### config.mk
export PLATFORM = sky130hd
export DESIGN_NAME = inst_queue_flat
export DESIGN_NICKNAME = d
export VERILOG_FILES = /design/src/rtl/inst_queue_if.sv /design/src/rtl/inst_queue.sv /design/src/flat_wrapper.sv
export SDC_FILE = /design/constraint.sdc
export NUM_CORES = 1
export LEC_CHECK = 0
export BUFFER_PORTS_ARGS = -buffer_cell sky130_fd_sc_hd__buf_2
export CAP_MARGIN = 30
export CORE_ASPECT_RATIO = 0.8
export CORE_UTILIZATION = 38
export CTS_CLUSTER_DIAMETER = 150
export DETAILED_ROUTE_END_ITERATION = 10
export HOLD_SLACK_MARGIN = 0.06
export MAX_ROUTING_LAYER = met4
export SLEW_MARGIN = 20
export SYNTH_ARGS = -nofsm -noshare
export SYNTH_HDL_FRONTEND = slang
export SYNTH_SLANG_ARGS = --single-unit
export TNS_END_PERCENT = 5
### constraint.sdc
create_clock -name clk -period 9.28 [get_ports clk]
set_input_delay 0.928 -clock clk [delete_from_list [all_inputs] [get_ports clk]]
set_output_delay 0.928 -clock clk [all_outputs]
set_load 0.02 [all_outputs]
### src/rtl/inst_queue_if.sv
// Fetch-to-decode instruction queue bus: fetch pair in, two show-ahead entries out.
interface inst_queue_if #(
    parameter int DEPTH = 8,
    parameter int CW    = $clog2(DEPTH) + 1
);
    logic          flush;
    logic          in_valid;
    logic [31:0]   in_pc;
    logic [31:0]   in_inst1;
    logic [31:0]   in_inst2;
    logic          in_ready;
    logic          out_valid0;
    logic          out_valid1;
    logic [31:0]   out_inst0;
    logic [31:0]   out_inst1;
    logic [31:0]   out_pc0;
    logic [31:0]   out_pc1;
    logic [1:0]    out_take;
    logic [CW-1:0] count;

    modport slave (
        input  flush, in_valid, in_pc, in_inst1, in_inst2, out_take,
        output in_ready, out_valid0, out_valid1, out_inst0, out_inst1,
               out_pc0, out_pc1, count
    );

    modport master (
        output flush, in_valid, in_pc, in_inst1, in_inst2, out_take,
        input  in_ready, out_valid0, out_valid1, out_inst0, out_inst1,
               out_pc0, out_pc1, count
    );
endinterface

### src/rtl/inst_queue.sv
// Circular instruction queue: enqueues fetch pairs, presents head/head+1 show-ahead.
// Optional build macro INST_QUEUE_ZERO_FILTER_EN drops all-zero instruction words on enqueue.
module inst_queue #(
    parameter int DEPTH = 8,
    parameter int CW    = $clog2(DEPTH) + 1
) (
    input  logic        clk,
    input  logic        rst_n,
    inst_queue_if.slave q
);
    localparam int AW = $clog2(DEPTH);

    logic [31:0]   inst_q [DEPTH];
    logic [31:0]   pc_q   [DEPTH];
    logic [AW-1:0] head_q, head_d;
    logic [AW-1:0] tail_q, tail_d;
    logic [CW-1:0] count_q, count_d;

    logic          ready;
    logic          enq_fire;
    logic [1:0]    take_eff;
    logic [1:0]    deq_n;
    logic [1:0]    enq_n;
    logic          wr0_en, wr1_en;
    logic [31:0]   wr0_inst, wr0_pc, wr1_inst, wr1_pc;
    logic [AW-1:0] tail_p1, head_p1;
    logic [DEPTH-1:0] we0, we1;

    // Ready looks only at the registered count; a same-cycle dequeue earns no credit.
    assign ready    = (count_q <= CW'(DEPTH - 2));
    assign enq_fire = q.in_valid && ready && !q.flush;
    assign tail_p1  = tail_q + AW'(1);
    assign head_p1  = head_q + AW'(1);

    always_comb begin
        take_eff = (q.out_take == 2'd3) ? 2'd2 : q.out_take;
        deq_n    = take_eff;
        if (CW'(take_eff) > count_q) begin
            deq_n = count_q[1:0];
        end
    end

`ifdef INST_QUEUE_ZERO_FILTER_EN
    logic nz1, nz2;
    // Nonzero words are packed from tail in program order.
    always_comb begin
        nz1      = |q.in_inst1;
        nz2      = |q.in_inst2;
        wr0_en   = enq_fire && (nz1 || nz2);
        wr0_inst = nz1 ? q.in_inst1 : q.in_inst2;
        wr0_pc   = nz1 ? q.in_pc : (q.in_pc + 32'd4);
        wr1_en   = enq_fire && nz1 && nz2;
        wr1_inst = q.in_inst2;
        wr1_pc   = q.in_pc + 32'd4;
    end
`else
    always_comb begin
        wr0_en   = enq_fire;
        wr0_inst = q.in_inst1;
        wr0_pc   = q.in_pc;
        wr1_en   = enq_fire;
        wr1_inst = q.in_inst2;
        wr1_pc   = q.in_pc + 32'd4;
    end
`endif

    assign enq_n = {1'b0, wr0_en} + {1'b0, wr1_en};

    always_comb begin
        head_d  = head_q + AW'(deq_n);
        tail_d  = tail_q + AW'(enq_n);
        count_d = count_q + CW'(enq_n) - CW'(deq_n);
        if (q.flush) begin
            head_d  = '0;
            tail_d  = '0;
            count_d = '0;
        end
    end

    always_ff @(posedge clk) begin
        if (!rst_n) begin
            head_q  <= '0;
            tail_q  <= '0;
            count_q <= '0;
        end else begin
            head_q  <= head_d;
            tail_q  <= tail_d;
            count_q <= count_d;
        end
    end

    genvar gi;
    generate
        for (gi = 0; gi < DEPTH; gi++) begin : g_we
            assign we0[gi] = wr0_en && (tail_q == AW'(gi));
            assign we1[gi] = wr1_en && (tail_p1 == AW'(gi));
        end
    endgenerate

    always_ff @(posedge clk) begin
        for (int i = 0; i < DEPTH; i++) begin
            if (!rst_n) begin
                inst_q[i] <= '0;
                pc_q[i]   <= '0;
            end else if (we0[i]) begin
                inst_q[i] <= wr0_inst;
                pc_q[i]   <= wr0_pc;
            end else if (we1[i]) begin
                inst_q[i] <= wr1_inst;
                pc_q[i]   <= wr1_pc;
            end
        end
    end

    assign q.in_ready   = ready;
    assign q.count      = count_q;
    assign q.out_valid0 = (count_q != '0);
    assign q.out_valid1 = (count_q >= CW'(2));
    assign q.out_inst0  = q.out_valid0 ? inst_q[head_q]  : 32'd0;
    assign q.out_pc0    = q.out_valid0 ? pc_q[head_q]    : 32'd0;
    assign q.out_inst1  = q.out_valid1 ? inst_q[head_p1] : 32'd0;
    assign q.out_pc1    = q.out_valid1 ? pc_q[head_p1]   : 32'd0;
endmodule

### src/flat_wrapper.sv
// flat-port wrapper written by rule: the top's interface ports become plain ports
module inst_queue_flat 
#(
    parameter int DEPTH = 8,
    parameter int CW    = $clog2(DEPTH) + 1
)
  (clk, rst_n, q_flush, q_in_valid, q_in_pc, q_in_inst1, q_in_inst2, q_out_take, q_in_ready, q_out_valid0, q_out_valid1, q_out_inst0, q_out_inst1, q_out_pc0, q_out_pc1, q_count);
  inst_queue_if #(.DEPTH(DEPTH), .CW(CW)) q_i ();
  input  logic clk;
  input  logic rst_n;
  input wire logic [$bits(q_i.flush)-1:0] q_flush;
  input wire logic [$bits(q_i.in_valid)-1:0] q_in_valid;
  input wire logic [$bits(q_i.in_pc)-1:0] q_in_pc;
  input wire logic [$bits(q_i.in_inst1)-1:0] q_in_inst1;
  input wire logic [$bits(q_i.in_inst2)-1:0] q_in_inst2;
  input wire logic [$bits(q_i.out_take)-1:0] q_out_take;
  output wire logic [$bits(q_i.in_ready)-1:0] q_in_ready;
  output wire logic [$bits(q_i.out_valid0)-1:0] q_out_valid0;
  output wire logic [$bits(q_i.out_valid1)-1:0] q_out_valid1;
  output wire logic [$bits(q_i.out_inst0)-1:0] q_out_inst0;
  output wire logic [$bits(q_i.out_inst1)-1:0] q_out_inst1;
  output wire logic [$bits(q_i.out_pc0)-1:0] q_out_pc0;
  output wire logic [$bits(q_i.out_pc1)-1:0] q_out_pc1;
  output wire logic [$bits(q_i.count)-1:0] q_count;
  assign q_i.flush = q_flush;
  assign q_i.in_valid = q_in_valid;
  assign q_i.in_pc = q_in_pc;
  assign q_i.in_inst1 = q_in_inst1;
  assign q_i.in_inst2 = q_in_inst2;
  assign q_i.out_take = q_out_take;
  assign q_in_ready = q_i.in_ready;
  assign q_out_valid0 = q_i.out_valid0;
  assign q_out_valid1 = q_i.out_valid1;
  assign q_out_inst0 = q_i.out_inst0;
  assign q_out_inst1 = q_i.out_inst1;
  assign q_out_pc0 = q_i.out_pc0;
  assign q_out_pc1 = q_i.out_pc1;
  assign q_count = q_i.count;
  inst_queue #(.DEPTH(DEPTH), .CW(CW)) u_core (.clk(clk), .rst_n(rst_n), .q(q_i));
endmodule
==> metrics.md <==
| Metric | Value |
|---|---|
| Std cell rows | 88 |
| Share of layout cells above drive strength 1 | 29.5% |
| Final period utilization | 53.3% |
| HPWL after detailed placement | 49600 µm |
| Global-route wire length before repair | 122000 µm |
| Crit path cell chain | xor2_4 -> buf_4 -> nand2_1 -> a21oi_1 -> buf_2 |
| Initial antenna violation count | 12 |
| Max IR drop VDD | 0.000151 V |
| Hold_sp | q_in_inst2[22] |
| Post-cts resize count | 0 |
| Post-CTS Setup Bufs | 0 |
| Fill count | 6426 |
| Reg2Reg Launch Point | u_core.q.count[3] |
| Chip Width | 306 µm |
| Gpl congestion | 0.804 |
| Largest area contributor in the netlist | edfxtp_1 |
| Required @ worst endpoint | 8350 ps |
| Clock transition at the registers of the reported paths | 70 ps |
| TNS Setup | 0 ps |
| Vias per inst | 5.71 |
| Area share of the largest cell type after synthesis | 54.7% |
| Number of global-route vias before repair | 18600 |
| Placed cell area | 30400 µm² |
| Cts hold-fix bufs | 0 |
| Synth cell count leaders | 512 x edfxtp_1, 358 x and2_1, 256 x mux4_2 |
| Multi-input gate area | 11900 µm² |
| Fin. Hold Viols | 0 |
| Area delta synth->final | 14.7% |
| Number of routed nets with antenna violations | 0 |
| Pin count of the biggest net entering global routing | 66 |
| Critical path data arrival time | 4010 ps |
| Drt first pass iters | 5 |
| Cell area after synthesis | 28100 µm² |
| Initial DRC count | 1608 |
| Reg power frac | 39.0% |
| Async set-or-reset flop fraction in the synthesized netlist | 0% |
| Switching share of power | 33.9% |
| WL per Instance | 26.4 µm |
| Final worst slack | 4340 ps |
| Fin nets | 2271 |
| Syn Area/Cell | 14.2 µm² |
| Placed insts | 3039 |
| # IOs | 237 |
| CTS buffer count | 56 |
| Outcome | complete, no violations |
| HP Class | in2reg |
| RSZ-0062 raised after global routing | no |
| Post-synth cell types | 43 |
| Dominant cells by area after synthesis | edfxtp_1 55%, mux4_2 21%, and2_1 8.0% |
| # port buffers | 236 |
| Post-synth EDFFs | 512 |
| Startpoint types | flop |
| Fin crit period | 4940 ps |
| FF+latch area | 15600 µm² |
| Top delay family on crit path | buffers and inverters |
| Cell count after synthesis | 1979 |
| FF-to-FF setup slack | 5350 ps |
| Layout Cells excl Fill | 3157 |
| Worst-Margin Slew | 965 ps |
| WHS | 617 ps |
| Post-route DRC violation count | 0 |
| Synth Net Count | 2095 |
| Clock Power Share | 30.4% |
| CP Capture Type | output port |
| Initial Util | 38.7% |
| Final core occ | 44.4% |
| Pins Over Slew Limit | 0 |
| Leakage | 11.5 nW |
| Final setup violation count | 0 |
| Post-Route WL | 83200 µm |
| Pint | 4.78 mW |
| Max clock buf depth | 3 |
| Max incr delay on CP | 930 ps |
| Core area | 72700 µm² |
| Most used DFF post-synth | edfxtp_1 |
| Worst-Skew Late Latency | 620 ps |
| Routed vias | 18000 |
| Die Y | 245 µm |
| Total GRT Usage | 22.7% |
| CTS tree | built |
| Hold Path End | u_core.inst_q[1][22] |
| Path depth of the worst reg2reg path | 7 |
| NetSw | 2.45 mW |
| Max-cap viol count | 0 |
| Clock sink count | 521 |
| Clock skew | 19.7 ps |
| Slew headroom | 35.5% |
| Capturing point of the worst reg2reg path | u_core.pc_q[4][12] |
| Hold depth | 2 |
| Power, Total | 7.23 mW |
| Combinational share of power | 30.5% |
| Root buf cell | clkbuf_16 |
| Crit path max fanout | 45 |
| Most common cell in the netlist | edfxtp_1 |
| YS warnings | 0 |
| Register area share after synthesis | 55.3% |
| Seq cells post-synth | 521 |
| Post-layout instance area | 32200 µm² |
| Pwr per Cell Area | 224 nW/µm² |
| Die area | 75100 µm² |
| H-tree levels | 2 |
| Fmax | 0.202 GHz |
| Gr ovfl total | 0 |
| Critical path class | reg2out |
| Slowest stage cell on the critical path | dfxtp_4 |
| Worst path bufs/invs | 2 |
| Dpl ws | 4410 ps |
[power groups by stage]
stage          Sequential, mW  Combinational (mW)  Clock (mW)
2_1_floorplan            2.84                1.42           0
3_3_place_gp             2.87                2.17           0
4_1_cts                  2.83                2.22        2.24
6_report                 2.82                2.21        2.20
3_5_place_dp             2.88                2.21           0
5_1_grt                  2.83                2.36        2.32
[routing by layer]
| metal | part of all wire [%] | GRT usage [%] | vias up | routed length, µm |
|---|---|---|---|---|
| met5 | 0 | - | - | 0 |
| met4 | 2.2 | 6.43 | 0 | 1870 |
| met3 | 7.4 | 3.99 | 119 | 6170 |
| met2 | 49 | 36.4 | 727 | 40600 |
| met1 | 42 | 29.9 | 9369 | 34600 |
| li1 | - | - | 7803 | - |
[worst max-delay path by stage]
stage	cells past startpoint	end	startpoint	slack (ps)
3_3_place_gp	6	q_out_pc1[30]	u_core.head_q[0]	4380
6_report	5	q_out_pc1[31]	u_core.head_q[2]	4340
3_5_place_dp	6	q_out_pc1[31]	u_core.head_q[0]	4410
2_1_floorplan	7	u_core.inst_q[0][0]	u_core.q.count[3]	2150
5_1_grt	7	q_out_inst1[27]	u_core.head_q[1]	4130
4_1_cts	6	q_out_pc1[31]	u_core.head_q[0]	3720
[cell type report]
class / count / area share, %
Antenna cell: 10 / 0.0776
Tap cell: 945 / 3.67
Clock inverter: 37 / 0.939
Sequential cell: 521 / 48.3
Multi-Input combinational cell: 1259 / 36.9
Clock buffer: 68 / 4.55
Inverter: 38 / 0.442
Timing Repair Buffer: 279 / 5.14
[flip-flops by register name (all words and copies together) (netlist names)]
name,cells
u_core.pc_q,256
u_core.q.count,4
u_core.tail_q,2
u_core.head_q,3
u_core.inst_q,256
[cells in the final DEF, fill, tap and decap left out, drive strengths merged, types with 3 or more instances in the layout]
master / count
xnor2: 8
xor2: 9
nor3: 5
clkinv: 28
nand2: 167
or3: 9
ha: 11
inv: 40
o21ai: 14
diode: 10
fa: 3
a21oi: 108
nor4b: 3
nand2b: 22
or4: 9
and3: 3
and2: 358
mux4: 256
clkbuf: 68
buf: 279
nand4: 9
o31ai: 3
edfxtp: 512
bufinv: 5
dfxtp: 9
mux2i: 85
nor4: 6
nor2: 148
nand3: 12
[logic make-up (layout without fill, tap and decap cells)]
logic type	after synthesis	in the layout	share of synthesized area [%]
other	0	10	0
AND/OR/NAND/NOR	759	759	14.7
AO/OA/AOI/OAI	128	128	2.33
flip-flops	521	521	55.3
XOR/XNOR	17	17	0.529
buffers and inverters	199	422	2.92
multiplexers	341	341	23.5
adder cells (fa/ha/maj)	14	14	0.703
No activity file was read; power rests on OpenSTA's default activity.
